File: config.mk
export PLATFORM = sky130hd
export DESIGN_NAME = addsub_digit_serial
export DESIGN_NICKNAME = d
export VERILOG_FILES = /design/src/rtl/addsub_pkg.sv /design/src/rtl/addsub_digit.sv /design/src/rtl/addsub_digit_serial.sv
export SDC_FILE = /design/constraint.sdc
export NUM_CORES = 1
export LEC_CHECK = 0
export ABC_AREA = 1
export CAP_MARGIN = 20
export CORE_ASPECT_RATIO = 0.6
export CORE_MARGIN = 5
export CORE_UTILIZATION = 40
export DETAILED_ROUTE_END_ITERATION = 16
export PLACE_DENSITY_LB_ADDON = 0.08
export RECOVER_POWER = 25
export REMOVE_ABC_BUFFERS = 1
export SETUP_SLACK_MARGIN = 0.3
export SYNTH_ARGS = -nofsm -noshare
export SYNTH_HDL_FRONTEND = slang
export SYNTH_SLANG_ARGS = --single-unit
File: constraint.sdc
create_clock -name clk -period 3.1 [get_ports clk]
set_input_delay 0.31 -clock clk [delete_from_list [all_inputs] [get_ports clk]]
set_output_delay 0.31 -clock clk [all_outputs]
set_load 0.02 [all_outputs]
File: src/rtl/addsub_pkg.sv
// Shared types and helpers for the digit-serial add/subtract unit.
// Build option: ADDSUB_SERIAL_SAT_EN enables signed saturation in the top.
package addsub_pkg;

    typedef enum logic [1:0] {
        IDLE = 2'd0,
        RUN  = 2'd1,
        DONE = 2'd2
    } state_t;

    // Widest operand the saturation constants below can describe.
    localparam int MAX_WIDTH = 128;

    // Digit index width; a single-digit configuration still needs one bit.
    function automatic int idx_width(input int ndig);
        return (ndig > 1) ? $clog2(ndig) : 1;
    endfunction

    function automatic logic [MAX_WIDTH-1:0] signed_min(input int width);
        return MAX_WIDTH'(1) << (width - 1);
    endfunction

    function automatic logic [MAX_WIDTH-1:0] signed_max(input int width);
        return (MAX_WIDTH'(1) << (width - 1)) - MAX_WIDTH'(1);
    endfunction

endpackage

File: src/rtl/addsub_digit.sv
// One DIGIT-wide slice of the add/subtract chain. Combinational; the chain is
// a carry for add and a borrow for sub.
module addsub_digit #(
    parameter int DIGIT = 8
) (
    input  logic [DIGIT-1:0] a_d,
    input  logic [DIGIT-1:0] b_d,
    input  logic             op_sub,
    input  logic             chain_in,
    output logic [DIGIT-1:0] s_d,
    output logic             chain_out,
    output logic             chain_msb_in
);

    logic [DIGIT:0] full;

    always_comb begin
        full = '0;
        if (op_sub) begin
            full = {1'b0, a_d} - {1'b0, b_d} - {{DIGIT{1'b0}}, chain_in};
        end else begin
            full = {1'b0, a_d} + {1'b0, b_d} + {{DIGIT{1'b0}}, chain_in};
        end
    end

    assign s_d       = full[DIGIT-1:0];
    assign chain_out = full[DIGIT];

    // Chain entering the slice's top bit: re-run the operation on the low bits.
    if (DIGIT == 1) begin : g_one_bit
        assign chain_msb_in = chain_in;
    end else begin : g_multi_bit
        logic [DIGIT-1:0] low;
        always_comb begin
            low = '0;
            if (op_sub) begin
                low = {1'b0, a_d[DIGIT-2:0]} - {1'b0, b_d[DIGIT-2:0]}
                      - {{(DIGIT-1){1'b0}}, chain_in};
            end else begin
                low = {1'b0, a_d[DIGIT-2:0]} + {1'b0, b_d[DIGIT-2:0]}
                      + {{(DIGIT-1){1'b0}}, chain_in};
            end
        end
        assign chain_msb_in = low[DIGIT-1];
    end

endmodule

File: src/rtl/addsub_digit_serial.sv
// Digit-serial WIDTH-bit add/subtract, DIGIT bits per cycle, LSB digit first.
// Build option: define ADDSUB_SERIAL_SAT_EN to clamp on signed overflow when sat=1.
module addsub_digit_serial
    import addsub_pkg::*;
#(
    parameter int WIDTH = 32,
    parameter int DIGIT = 8
) (
    input  logic             clk,
    input  logic             rst_n,
    input  logic             in_valid,
    output logic             in_ready,
    input  logic             op_sub,
    input  logic             sat,
    input  logic [WIDTH-1:0] a,
    input  logic [WIDTH-1:0] b,
    input  logic             c_in,
    output logic             out_valid,
    input  logic             out_ready,
    output logic [WIDTH-1:0] result,
    output logic             c_out,
    output logic             v,
    output logic             z,
    output logic             n,
    output logic [1:0]       dbg_state
);

    localparam int NDIG = WIDTH / DIGIT;
    localparam int IDXW = idx_width(NDIG);
    localparam logic [IDXW-1:0] LAST_IDX = IDXW'(NDIG - 1);

    if ((WIDTH < 2) || (DIGIT < 1) || (WIDTH % DIGIT != 0) || (WIDTH > MAX_WIDTH))
    begin : g_bad_cfg
        $error("addsub_digit_serial: illegal WIDTH/DIGIT combination");
    end

    // Handshake: a transfer happens on a rising edge where valid and ready are
    // both high; in_ready and out_valid come straight from the state register.
    state_t state, state_nx;
    logic   accept, step, last;

    logic [WIDTH-1:0] a_r, b_r;
    logic             op_r;
    logic             chain_r;
    logic [IDXW-1:0]  idx;

    logic [DIGIT-1:0] a_d, b_d, s_d;
    logic             chain_out, chain_msb_in;
    logic [WIDTH-1:0] res_nx, fin;
    logic             v_nx;

    always_ff @(posedge clk or negedge rst_n) begin
        if (!rst_n) begin
            state <= IDLE;
        end else begin
            state <= state_nx;
        end
    end

    always_comb begin
        state_nx = state;
        accept   = 1'b0;
        step     = 1'b0;
        last     = 1'b0;
        case (state)
            IDLE: begin
                if (in_valid) begin
                    accept   = 1'b1;
                    state_nx = RUN;
                end
            end
            RUN: begin
                step = 1'b1;
                if (idx == LAST_IDX) begin
                    last     = 1'b1;
                    state_nx = DONE;
                end
            end
            DONE: begin
                if (out_ready) begin
                    state_nx = IDLE;
                end
            end
            default: state_nx = IDLE;
        endcase
    end

    assign in_ready  = (state == IDLE);
    assign out_valid = (state == DONE);
    assign dbg_state = state;

    // One slice adder, fed by a digit mux over the latched operands.
    assign a_d = a_r[int'(idx)*DIGIT +: DIGIT];
    assign b_d = b_r[int'(idx)*DIGIT +: DIGIT];

    addsub_digit #(.DIGIT(DIGIT)) u_digit (
        .a_d          (a_d),
        .b_d          (b_d),
        .op_sub       (op_r),
        .chain_in     (chain_r),
        .s_d          (s_d),
        .chain_out    (chain_out),
        .chain_msb_in (chain_msb_in)
    );

    assign v_nx = chain_msb_in ^ chain_out;

    always_comb begin
        res_nx = result;
        res_nx[int'(idx)*DIGIT +: DIGIT] = s_d;
    end

`ifdef ADDSUB_SERIAL_SAT_EN
    localparam logic [WIDTH-1:0] SMAX = WIDTH'(signed_max(WIDTH));
    localparam logic [WIDTH-1:0] SMIN = WIDTH'(signed_min(WIDTH));
    logic sat_r;

    always_ff @(posedge clk or negedge rst_n) begin
        if (!rst_n) begin
            sat_r <= 1'b0;
        end else if (accept) begin
            sat_r <= sat;
        end
    end

    // Clamp direction follows the sign of a: overflow always moves away from it.
    always_comb begin
        fin = res_nx;
        if (sat_r && v_nx) begin
            fin = a_r[WIDTH-1] ? SMIN : SMAX;
        end
    end
`else
    logic unused_sat;
    assign unused_sat = sat;
    assign fin        = res_nx;
`endif

    always_ff @(posedge clk or negedge rst_n) begin
        if (!rst_n) begin
            a_r     <= '0;
            b_r     <= '0;
            op_r    <= 1'b0;
            chain_r <= 1'b0;
            idx     <= '0;
            result  <= '0;
            c_out   <= 1'b0;
            v       <= 1'b0;
            z       <= 1'b0;
            n       <= 1'b0;
        end else if (accept) begin
            a_r     <= a;
            b_r     <= b;
            op_r    <= op_sub;
            chain_r <= c_in;
            idx     <= '0;
        end else if (step) begin
            chain_r <= chain_out;
            idx     <= idx + IDXW'(1);
            if (last) begin
                result <= fin;
                c_out  <= chain_out;
                v      <= v_nx;
                z      <= (fin == '0);
                n      <= fin[WIDTH-1];
            end else begin
                result <= res_nx;
            end
        end
    end

endmodule

Yosys cells after proc, flatten, opt, wreduce, memory -nomap -nowiden
Index checks and enable logic that the tools add are counted.
- $add $sub $neg: 10
- shift-type cells: 4
- mux-type cells: 16
- equality and inequality tests: 6
- reduce and logical (&&, ||, !) cells: 6
- bitwise operators: 2
- operator list (cell ; count):
    $shiftx 32x6->8 ; 2
    $neg 5->33 ; 1
    $shift 8x33->32 const A ; 1
    $shiftx 8x33->32 ; 1
    $bwmux 32 ; 1
    $logic_not 32->1 ; 1
    $mux 2 ; 5
    $add 8x8->9 ; 1
    $add 9x1->9 ; 1
    $mux 9 ; 1
    $sub 8x8->9 ; 1
    $sub 9x1->9 ; 1
    $add 7x7->8 ; 1
    $add 8x1->8 ; 1
    $mux 8 ; 1
    $sub 7x7->8 ; 1
    $sub 8x1->8 ; 1
    $mux 1 ; 7
    $pmux 2 s3 ; 1
    $reduce_and 3->1 ; 2
    $eq 2x2->1 const B ; 2
    $ne 2x2->1 const B ; 2
    $add 2x1->2 const B ; 1
    $eq 2x1->1 const B ; 1
    other kinds (6) ; 6
- register bits: 106
- bits of input ports: 71

Logic depth before layout (Yosys ltp)
- word-level depth: 7
- depth in mapped cells: 23

Cells and area by module
A second synthesis with hierarchy kept.
- cell total of the unflattened synthesis: 889
- area, all modules: 6263.5 µm²
- modules (own cells, without submodules) (module ; cells each ; instances ; area each (µm²) ; seq. area each (µm²)):
    addsub_digit_serial ; 713 ; 1 ; 5247.5 ; 2652.5
    addsub_digit ; 176 ; 1 ; 1016.0 ; 0.0

Least setup slack after synthesis
Ideal clock, no wire load.
- kind: reg-to-reg
- start: register idx[0]
- end: register z
- required time: 3.035 ns
- cell stages (with the launch flop): 24
- setup time: 0.065 ns
- arrival time: 3.330 ns
- path slack: -0.295 ns
- period minus slack after synthesis: 3.395 ns
- path through: dfrtp_1 buf_2 buf_2 buf_2 a21oi_1 a32oi_1 inv_1 fa_1 fa_1 nand2_1 o21ai_0 nand2_1 nand2_1 nor2_1 nand3_1 nor2_1 nand3_1 nor2_1 nand3_1 nor2_1 nand3_1 nor2_1 nand3_1 nand2_1
- cells in the longest elaborated chain, start to end: 7
- elaborated cells on any way between the ends: 16
- ends and longest elaborated chain (element ; line ; RTL):
    from (decl) ; addsub_digit_serial.sv:45 ; logic [IDXW-1:0] idx;
    from (signal assigned) ; addsub_digit_serial.sv:159 ; idx <= idx + IDXW'(1);
    $shiftx 32x6->8 (on tied branches) ; addsub_digit_serial.sv:93, addsub_digit_serial.sv:94 ;
    $add 8x8->9 / $sub 8x8->9 (equally long branches) ; addsub_digit.sv:22, addsub_digit.sv:20 ;
    $add 9x1->9 / $sub 9x1->9 (equally long branches) ; addsub_digit.sv:22, addsub_digit.sv:20 ;
    $mux 9 ; addsub_digit.sv:19 ; if (op_sub) begin
    $shiftx 8x33->32 ; addsub_digit_serial.sv:110 ; res_nx[int'(idx)*DIGIT +: DIGIT] = s_d;
    $bwmux 32 ; addsub_digit_serial.sv:110 ;
    $logic_not 32->1 ; addsub_digit_serial.sv:164 ; z <= (fin == '0);
    to (signal assigned) ; addsub_digit_serial.sv:164 ;
    to (decl) ; addsub_digit_serial.sv:23 ; output logic z,
Several ways; a longest one is shown, not always the timed one.
A chain may end at the register's enable or synchronous reset.

Final worst setup path
Ends and elaborated chain as after synthesis.

==> results.json <==
{
  "status": "complete, but fails checks",
  "antenna_found_initial": 0,
  "drv_cap": 0,
  "dr.first_iter.drc_count": 470,
  "critical_path_class": "reg -> reg",
  "hpwl_mm": 13.76,
  "grt_max_degree": 66,
  "yosysWarnings": 0,
  "die_area_um2": 17620,
  "maxSlewViolCount": 0,
  "finalSetupTns_ps": -98.31,
  "fill_cells": 1271,
  "ys_seq_elements": 106,
  "multi_input_area_um2": 3605,
  "via_count": 6115,
  "holdCritPathClass": "reg -> reg",
  "seq_area_frac_synth_pct": 44.24,
  "routed_wirelength_mm": 19.72,
  "postRouteAntennaNets": 0,
  "synthCells": 822,
  "rsz0062_at_grt": "true",
  "core-area_um2": 14590,
  "yosysTopAreaCell": "dfrtp_1",
  "grt_use_total_pct": 22.06,
  "clk_latency_ps": 350,
  "grt_pass1_vias": 6006,
  "row_count": 34,
  "cp-end-kind": "flop",
  "critPathRequiredTime_ps": 3390,
  "finalSetupViolCount": 1,
  "drcViolationCount": 0,
  "diodes": 0,
  "cts_buffers": 9,
  "gp_congestion": 0.9459,
  "max_slew_margin_pct": 18.92,
  "skew_ps": 7.305,
  "clock-sinks": 106,
  "post_drt_wl_per_cell_um": 16.16,
  "cts_buffer_depth": 2,
  "path_max_fanout": 8,
  "area_growth_pct": 52.40,
  "viasPerCell": 5.012,
  "startpoint_type": "flop",
  "die_h_um": 104.8,
  "drt_first_pass_iters": 5,
  "htreeDepth": 3,
  "fp.dieW_um": 168.1,
  "fin_crit_sh_pct": 103.2,
  "cp.arrival_ps": 3490,
  "initial_utilization_pct": 41.09,
  "ys_types": 32,
  "regArea_um2": 2654,
  "cts_tree": "yes",
  "io_pins": 111,
  "worst_pin_slew_ps": 1216,
  "clk_pin_slew_worst_paths_ps": 80,
  "cts_root_buf": "clkbuf_16",
  "hold_viol": 0,
  "port_buffers": 109,
  "ys_top_cells_by_area": "dfrtp_1 44%, nand2_1 22%, ha_1 5.2%",
  "drive_above_1_share_pct": 26.22,
  "violations": "setup timing",
  "grt_overflow": 0,
  "pre_cts_ws_ps": -359.9,
  "fmax_mhz": 312.7,
  "avgSynthCellArea_um2": 7.294,
  "grt_pass1_wl_mm": 31.46,
  "finalNetCount": 1117,
  "fin_crit_ps": 3198,
  "setup_ws_ps": -98.31,
  "synth_top_cell_area_share_pct": 44.24,
  "synth_area_um2": 5996
}
-- cells in the mapped netlist --
cell,number
nand2_1,349
dfrtp_1,106
inv_1,61
nor2_1,57
nand3_1,44
o21ai_0,43
ha_1,25
clkbuf_1,19
nand4_1,19
a31oi_1,16
a21oi_1,14
buf_1,10
o22ai_1,10
a32oi_1,8
o21ai_1,7
inv_2,6
fa_1,4
buf_2,3
nor3_1,3
a21o_1,2
nand3_2,2
nor2_2,2
o21a_1,2
xor2_1,2
a22oi_1,1
and2_1,1
and2_4,1
buf_6,1
nand2_2,1
nand3b_1,1
o221ai_1,1
o31ai_1,1
-- state kept, by name, summed over array words and instances, names as in the netlist --
signal and flops:
a_r 32, result 32, n 1, b_r 32, c_out 1, v 1, chain_r 1, idx 2
z 1, dbg_state 2, op_r 1
-- kinds of logic after synthesis --
group                    count (synthesis)  synth area share, %
AO/OA/AOI/OAI                          105                10.12
XOR/XNOR                                 2               0.2922
adder cells (fa/ha/maj)                 29                6.553
buffers and inverters                  100                6.448
flip-flops                             106                44.24
AND/OR/NAND/NOR                        480                32.35
-- timing repair --
action	4_1_cts	5_1_grt
buffers inserted	14	8
resized for setup	122	83
gates cloned	1	0
setup endpoints to repair	27	29
hold buffers	1	0
pin swaps	48	39
hold endpoints to repair	14	0
-- worst max-delay path, cell delays in order (launching register included) --
cell and delay, ps:
dfrtp_2 420, buf_6 150, buf_12 140, buf_8 130, a21oi_2 70, a32oi_4 230
inv_2 70, ha_4 280, inv_4 40, ha_4 280, inv_1 70, nor3_2 240
nand2_4 70, nand2_2 80, nand2_2 50, nand3_1 80, nand2_2 80, buf_6 120
nand4_1 90, nand3_1 110, nor2_2 170, nand3_1 80, nand2_1 60
-- worst paths after layout --
check | slack, ps | start | to | depth (start not counted)
min in group asynchronous | 730 | rst_n | a_r[3] | 2
hold reg to reg | 480 | b_r[10] | b_r[10] | 2
max in group asynchronous | 720 | rst_n | idx[0] | 3
hold / removal | 480 | b_r[10] | b_r[10] | 2
setup reg to reg | -100 | idx[0] | z | 22
setup / recovery | -100 | idx[0] | z | 22
-- metrics by stage --
stage | instance area, µm² | hold slack (ps) | utilization [%] | std cells
after floorplan | 5861 | 14.41 | - | 789
after global placement | 7843 | 369.6 | 53.75 | 1180
after CTS | 8816 | 474.3 | 60.42 | 1212
after global routing | 9138 | 480.6 | 62.62 | 1220
final | 9138 | 483.2 | 62.62 | 1220
after detailed placement | 7843 | 371.5 | 53.75 | 1180
-- cells in the final DEF, fill, tap and decap left out, drive strengths merged --
cell,synthesis,routed
ha,25,25
nor2,59,59
o31ai,1,1
clkdlybuf4s50,0,108
o21a,2,2
nand3b,1,1
clkinv,0,1
o22ai,10,10
clkbuf,19,13
a22oi,1,1
a32oi,8,8
buf,14,106
a31oi,16,16
a21o,2,2
nor3,3,3
bufinv,0,1
o21ai,50,50
fa,4,4
dfrtp,106,106
dlygate4sd3,0,1
nand3,46,46
xor2,2,2
and2,2,2
nand4,19,19
a21oi,14,14
nand2,350,350
o221ai,1,1
inv,67,70
-- final cells by class --
cell class	instances	area share (%)
multi-input cells	616	39.45
flip-flops and latches	106	29.04
repair buffers	217	22.40
inverters	67	2.889
clock buffers	11	2.766
well taps	198	2.711
clock inverters	5	0.7394
-- layer usage --
metal  vias to the layer above  GRT usage [%]  part of all wire (%)
met5                         -              0                     0
met4                         0          3.532                  0.86
met3                        17          7.094                   8.0
met2                       190          30.13                    40
met1                      2863          34.37                    52
li1                       3045              -                     -
Power is left out: the tool's default activity adds up to more than one toggle a clock period on the data nets, which glitch-free logic cannot reach.
